### config.mk
export PLATFORM = sky130hd
export DESIGN_NAME = latch_write_ctrl
export DESIGN_NICKNAME = d
export VERILOG_FILES = /design/src/rtl/latch_write_ctrl.sv
export SDC_FILE = /design/constraint.sdc
export NUM_CORES = 1
export LEC_CHECK = 0
export ABC_AREA = 0
export BUFFER_PORTS_ARGS = -buffer_cell sky130_fd_sc_hd__buf_4
export CORE_AREA = 2 2 65 55
export DETAILED_ROUTE_END_ITERATION = 10
export DIE_AREA = 0 0 67 57
export GPL_TIMING_DRIVEN = 0
export PLACE_DENSITY = 0.76
export RECOVER_POWER = 50
export REMOVE_ABC_BUFFERS = 1
export SYNTH_ARGS = -nofsm -noshare
export SYNTH_HDL_FRONTEND = slang
export SYNTH_SLANG_ARGS = --single-unit
### constraint.sdc
create_clock -name clk -period 2.2 [get_ports clk]
set_input_delay 0 -clock clk [delete_from_list [all_inputs] [get_ports clk]]
set_output_delay 0 -clock clk [all_outputs]
set_load 0.01 [all_outputs]
### src/rtl/latch_write_ctrl.sv
// Write controller for a bank of level-sensitive D latches.
// Each accepted word is presented on lat_d, then lat_en is driven through a
// SETUP -> OPEN -> HOLD window so d is stable around the transparent phase.
// At the end of HOLD the latch q is read back and any mismatch is flagged.
module latch_write_ctrl #(
  parameter int WIDTH     = 8,
  parameter int SETUP_CYC = 1,
  parameter int PULSE_CYC = 2,
  parameter int HOLD_CYC  = 1
) (
  input  logic             clk,
  input  logic             rst,
  input  logic             in_valid,
  input  logic [WIDTH-1:0] in_data,
  output logic             in_ready,
  output logic [WIDTH-1:0] lat_d,
  output logic             lat_en,
  input  logic [WIDTH-1:0] lat_q,
  output logic             busy,
  output logic             done,
  output logic             err,
  output logic [15:0]      wr_count
);

  // Counter only ever holds a phase length minus one.
  localparam int MAXC  = (SETUP_CYC > PULSE_CYC) ?
                         ((SETUP_CYC > HOLD_CYC) ? SETUP_CYC : HOLD_CYC) :
                         ((PULSE_CYC > HOLD_CYC) ? PULSE_CYC : HOLD_CYC);
  localparam int CNT_W = (MAXC > 1) ? $clog2(MAXC) : 1;

  localparam logic [CNT_W-1:0] SETUP_LD = CNT_W'(SETUP_CYC - 1);
  localparam logic [CNT_W-1:0] PULSE_LD = CNT_W'(PULSE_CYC - 1);
  localparam logic [CNT_W-1:0] HOLD_LD  = CNT_W'(HOLD_CYC - 1);

  localparam logic [1:0] S_IDLE  = 2'd0;
  localparam logic [1:0] S_SETUP = 2'd1;
  localparam logic [1:0] S_OPEN  = 2'd2;
  localparam logic [1:0] S_HOLD  = 2'd3;

  if (SETUP_CYC < 1 || PULSE_CYC < 1 || HOLD_CYC < 1) begin : g_bad_param
    $error("latch_write_ctrl: SETUP_CYC, PULSE_CYC and HOLD_CYC must all be >= 1");
  end

  logic [1:0]       state_q, state_d;
  logic [CNT_W-1:0] cnt_q, cnt_d;
  logic             in_ready_q, in_ready_d;
  logic [WIDTH-1:0] lat_d_q, lat_d_d;
  logic             lat_en_q, lat_en_d;
  logic             busy_q, busy_d;
  logic             done_q, done_d;
  logic             err_q, err_d;
  logic [15:0]      wr_count_q, wr_count_d;

  // Next-state logic: walk the write window, counting down each phase.
  always_comb begin
    state_d    = state_q;
    cnt_d      = cnt_q;
    in_ready_d = in_ready_q;
    lat_d_d    = lat_d_q;
    lat_en_d   = lat_en_q;
    busy_d     = busy_q;
    done_d     = 1'b0;
    err_d      = err_q;
    wr_count_d = wr_count_q;
    case (state_q)
      S_IDLE: begin
        // in_ready is 0 only on the first cycle after reset, so no accept then.
        if (in_valid && in_ready_q) begin
          lat_d_d    = in_data;
          in_ready_d = 1'b0;
          busy_d     = 1'b1;
          cnt_d      = SETUP_LD;
          state_d    = S_SETUP;
        end else begin
          in_ready_d = 1'b1;
        end
      end
      S_SETUP: begin
        if (cnt_q == '0) begin
          lat_en_d = 1'b1;
          cnt_d    = PULSE_LD;
          state_d  = S_OPEN;
        end else begin
          cnt_d = cnt_q - 1'b1;
        end
      end
      S_OPEN: begin
        if (cnt_q == '0) begin
          lat_en_d = 1'b0;
          cnt_d    = HOLD_LD;
          state_d  = S_HOLD;
        end else begin
          cnt_d = cnt_q - 1'b1;
        end
      end
      default: begin
        // Latch is closed and d still stable: its q must now equal the word.
        if (cnt_q == '0) begin
          if (lat_q != lat_d_q) begin
            err_d = 1'b1;
          end
          done_d     = 1'b1;
          in_ready_d = 1'b1;
          busy_d     = 1'b0;
          wr_count_d = wr_count_q + 16'd1;
          state_d    = S_IDLE;
        end else begin
          cnt_d = cnt_q - 1'b1;
        end
      end
    endcase
  end

  // State and output registers; reset aborts any write in flight.
  always_ff @(posedge clk or posedge rst) begin
    if (rst) begin
      state_q    <= S_IDLE;
      cnt_q      <= '0;
      in_ready_q <= 1'b0;
      lat_d_q    <= '0;
      lat_en_q   <= 1'b0;
      busy_q     <= 1'b0;
      done_q     <= 1'b0;
      err_q      <= 1'b0;
      wr_count_q <= 16'd0;
    end else begin
      state_q    <= state_d;
      cnt_q      <= cnt_d;
      in_ready_q <= in_ready_d;
      lat_d_q    <= lat_d_d;
      lat_en_q   <= lat_en_d;
      busy_q     <= busy_d;
      done_q     <= done_d;
      err_q      <= err_d;
      wr_count_q <= wr_count_d;
    end
  end

  assign in_ready = in_ready_q;
  assign lat_d    = lat_d_q;
  assign lat_en   = lat_en_q;
  assign busy     = busy_q;
  assign done     = done_q;
  assign err      = err_q;
  assign wr_count = wr_count_q;

endmodule
======== After elaboration in Yosys (flattened, before gate mapping) ========
Index checks and enable logic that the tools add are counted.
storage, ports and cells
  register bits after elaboration ......... 32
  bits in latches ......................... 0
  bits in writable memories ............... 0
  memory bits (read-only) ................. 0
  input port bits ......................... 19
  output and inout bits ................... 29
  word-level logic and storage cells ...... 51
  memories kept ........................... 0
operators by class
  add/subtract/negate cells ............... 2
  multipliers ............................. 0
  divide/modulo/power cells ............... 0
  magnitude comparators ................... 0
  equality and inequality tests ........... 7
  shift operators ......................... 0
  mux-type cells .......................... 18
  bitwise logic cells ..................... 3
  reductions and logical operators ........ 12
operators with widths
  cell                     number
  $add A16 B1 Y16 const B  1
  $mux W1                  9
  $reduce_and A3 Y1        3
  $mux W2                  4
  $ne A8 B8 Y1             1
  $pmux W1 S2              4
  $ne A2 B2 Y1 const B     3
  $pmux W2 S3              1
  $reduce_and A2 Y1        3
  $reduce_and A4 Y1        1
  $not A1 Y1               3
  $reduce_or A3 Y1         1
  $eq A2 B1 Y1 const B     1
  $eq A2 B2 Y1 const B     1
  $logic_not A2 Y1         1
  $ne A2 B1 Y1 const B     1
  $reduce_bool A2 Y1       1
  $reduce_or A2 Y1         1
  $logic_and A1 B1 Y1      1
  $sub A1 B1 Y1 const B    1

======== Longest topological paths before layout ========
  word-level depth ........................ 4
  depth in mapped cells ................... 6
  mapped depth without buffers ............ 6

======== Worst setup path before layout ========
No wires, ideal clock.
  path type ............................... flip-flop to flip-flop
  start ................................... register state_q[0]
  end ..................................... register state_q[1]
  setup time .............................. 0.125 ns
  arrival ................................. 1.600 ns
  data required time ...................... 2.075 ns
  slack ................................... 0.475 ns
  cell stages (with the launch flop) ...... 7
  buffers on the path ..................... 0
  period minus slack after synthesis ...... 1.725 ns
  cells stage by stage .................... dfrtp_1 -> inv_1 -> ha_1 -> inv_1 -> or3_1 -> a21oi_2 -> mux2_2
between the ends
  cells in the longest elaborated chain, start to end .. 3
  elaborated cells on any way between the ends .. 9
  classes of those cells .................. eq/ne (6); mux (1); reduce/logical (2)
ends and longest elaborated chain
  item                                                                  line  RTL
  start: declaration                                                    44    logic [1:0] state_q, state_d;
  start signal: assignment                                              127   state_q <= state_d;
  $eq A2 B1 Y1 (tied with other cells)                                  65    case (state_q)
  $ne A2 B2 Y1 (no source line) / $ne A2 B1 Y1 (equally long branches)  n/a
  $reduce_and A4 Y1 (no source line)                                    n/a
Several ways; a longest one is shown, not always the timed one.
A chain may end at the register's enable or synchronous reset.

======== Worst setup path in the final report ========
Same ends and word-level chain as after synthesis.

==> run metrics <==
register-to-register setup slack=0.35 ns; arrival time reported for the critical path endpoint=2.02 ns; total gr overflow=0; Critical Path Fanout Max=5; Clock power frac=0.193; number of buffers created by CTS=5; drt drc=0; destination of the critical timing path=state_q[1]; final hold slack=0.02717 ns; placeable core region=0.003233 sq mm; Critical Path Source Type=flip-flop; layout overhead on the synthesized area=29.84%; post-synthesis instance total=123; total setup buffers inserted after CTS=0; P_sw=793.2 uW; floorplan die height=57 um; Pwr per Cell Area=1112 mW/mm^2; top_reg_cell synth=sky130_fd_sc_hd__dfrtp_1; via count of the first global-routing pass=1111; number of standard-cell rows in the floorplan=19; number of hold violations in the final report=0; Die Area=0.003819 sq mm; unique cell type count in the Yosys netlist=28; number of levels the H-tree was split into=2; Peak supply drop=0.0007124 V; number of flip-flops and latches in the synthesized netlist=32; global-route usage over all layers=0.1733; Worst Reg-to-Reg Cells=6; leakage power figure=0.0008761 uW; slew at the pin closest to its max-slew limit=1.164 ns; Setup crit start=state_q[0]; mean cell area of the mapped netlist=12.24 sq um; estimated wirelength of the detail-placed design=2161 um; Max Root-Sink Buffers=2; CTS tree=yes; remaining antenna violation count after routing=0; required time of the worst setup path=2.37 ns; diodes inserted=0; 1st-pass router iterations=4; combined area of all synthesized cells=0.001505 sq mm; Critical Path Sink Type=flip-flop; number of max-cap violations=0; clock root buffer=sky130_fd_sc_hd__clkbuf_8; Min Clock Period, post-route=1.850 ns; Starting Density=0.4656; cell-internal power=1380 uW; number of antenna violations at the first check in global routing=0; via count normalized by instance count=4.863; final number of setup-violating endpoints=0; clock sink total=32; last weighted congestion value of the routability-driven placer=0.7842; number of primary I/O pins=48; most frequent cells in the layout=sky130_fd_sc_hd__dfrtp_1 (32), sky130_fd_sc_hd__clkbuf_1 (30), sky130_fd_sc_hd__xnor2_1 (17), sky130_fd_sc_hd__buf_4 (17); Highest Clock Rate=0.5404 GHz; worst slew margin relative to its limit=0.2231; Post-synth ARST share=1.000; post-layout worst setup margin=0.3495 ns; setup_tns=0 ns; kind of path behind the tightest hold check=primary input to async pin; die span in x=67 um; final worst clock skew=0.004390 ns; combinational group share of total power=0.368; unrepaired setup endpoints after global routing=false; wire length reported by the detailed router=2910 um; kind of critical path=flip-flop to flip-flop; dpl ws=0.3537 ns; register share of total power=0.439; source-to-sink clock delay at the later pin of the worst-skew pair=0.28 ns; pin count of the biggest net entering global routing=33; average routed wire per standard cell=12.88 um; share of the yosys chip area belonging to registers=0.5320; final design area excluding fillers=0.001954 sq mm; Final Net Count=210; Crit Reg-Reg Startpoint=state_q[0]; leading cell type in the layout, fill and taps excluded=sky130_fd_sc_hd__dfrtp_1; worst flop-to-flop path endpoint=state_q[1]; Initial DRC Count=18; Port Buffer Count=47; result of the run=completed; switching fraction of total power=0.3651; wire length of the first global-routing pass=4912 um; layout cell share with drive strength beyond 1=0.2174; Final Max Tran Viols=0; Clock transition at path regs=0.06 ns; Via Count=1099; Period Utilization, post-route=0.8411; EDFF count, synth=0; placed cell area=0.001906 sq mm; count of yosys warnings during synthesis=0
[synthesized netlist by cell type, drive strengths merged (2+ instances only)]
cell type | instances | area share
mux2 | 10 | 0.075
nor3 | 3 | 0.013
nand4 | 5 | 0.031
and2 | 2 | 0.0083
xnor2 | 17 | 0.099
dfrtp | 32 | 0.53
nor2 | 3 | 0.0075
nand2 | 10 | 0.025
xor2 | 6 | 0.035
nand3 | 3 | 0.018
a21oi | 5 | 0.019
ha | 7 | 0.058
o21ai | 3 | 0.010
inv | 7 | 0.017
[power groups by stage]
stage | combinational, uW | sequential [uW] | clock, uW
2_1_floorplan | 489 | 1010 | 0
3_3_place_gp | 881 | 959 | 0
3_5_place_dp | 914 | 970 | 0
4_1_cts | 927 | 962 | 431
5_1_grt | 895 | 985 | 455
6_report | 799 | 954 | 419
[cell families (layout without fill, tap and decap cells)]
| family | count (synthesis) | after routing | share of synthesized area |
|---|---|---|---|
| buffers and inverters | 8 | 69 | 0.02078 |
| DFF | 32 | 32 | 0.5320 |
| adders and majority gates | 7 | 7 | 0.05819 |
| AOI/OAI and AO/OA | 11 | 11 | 0.04655 |
| xor gates and xnor gates | 23 | 23 | 0.1338 |
| and+or+nand+nor | 32 | 32 | 0.1338 |
| muxes | 10 | 10 | 0.07481 |
[state kept, by name, indices dropped and copies added (netlist names)]
| register | count |
|---|---|
| err | 1 |
| lat_d | 8 |
| done | 1 |
| in_ready | 1 |
| lat_en | 1 |
| cnt_q | 1 |
| wr_count | 16 |
| state_q | 2 |
| busy | 1 |
[worst min-delay path by stage]
stage	start	endpoint	slack (ns)	cells past startpoint
6_report	rst	err	0.03	2
3_5_place_dp	in_data[5]	lat_d[5]	0.24	2
2_1_floorplan	rst	busy	0.12	1
4_1_cts	rst	err	0.07	2
3_3_place_gp	in_data[4]	lat_d[4]	0.23	2
5_1_grt	in_valid	cnt_q	0.1	4
[layout make-up]
type | count | area [sq um]
Timing Repair Buffer | 55 | 324.1
Tap cell | 42 | 52.55
Clock inverter | 1 | 5.005
Inverter | 7 | 26.28
Multi-Input combinational cell | 83 | 673.1
Fill cell | 295 | 1279
Sequential cell | 32 | 800.8
Clock buffer | 6 | 72.57
[what timing repair did]
item / 4_1_cts / 5_1_grt
hold buffers: 8 / 0
hold endpoints to repair: 8 / 0
gates resized for setup: 0 / 0
setup endpoints to repair: 0 / 0
[routing by layer]
| layer | up-vias | track usage | share of wire |
|---|---|---|---|
| li1 | 534 | - | - |
| met1 | 525 | 0.2180 | 0.44 |
| met2 | 35 | 0.2730 | 0.47 |
| met3 | 5 | 0.06706 | 0.075 |
| met4 | 0 | 0.06122 | 0.012 |
| met5 | - | 0 | 0 |
[critical path: stages, from the launching register on]
cell	delay (ns)
sky130_fd_sc_hd__dfrtp_1	0.42
sky130_fd_sc_hd__inv_1	0.12
sky130_fd_sc_hd__ha_1	0.22
sky130_fd_sc_hd__inv_1	0.08
sky130_fd_sc_hd__or3_1	0.36
sky130_fd_sc_hd__a21oi_2	0.18
sky130_fd_sc_hd__mux2_2	0.35
[stage by stage]
stage          utilization  instances  power, uW
2_1_floorplan            -        122       1496
3_3_place_gp        0.5894        211       1841
5_1_grt             0.6045        226       2334
4_1_cts             0.6382        226       2320
6_report            0.6045        226       2173
3_5_place_dp        0.5894        211       1885
Note: power is estimated with default switching activity, not from simulation.
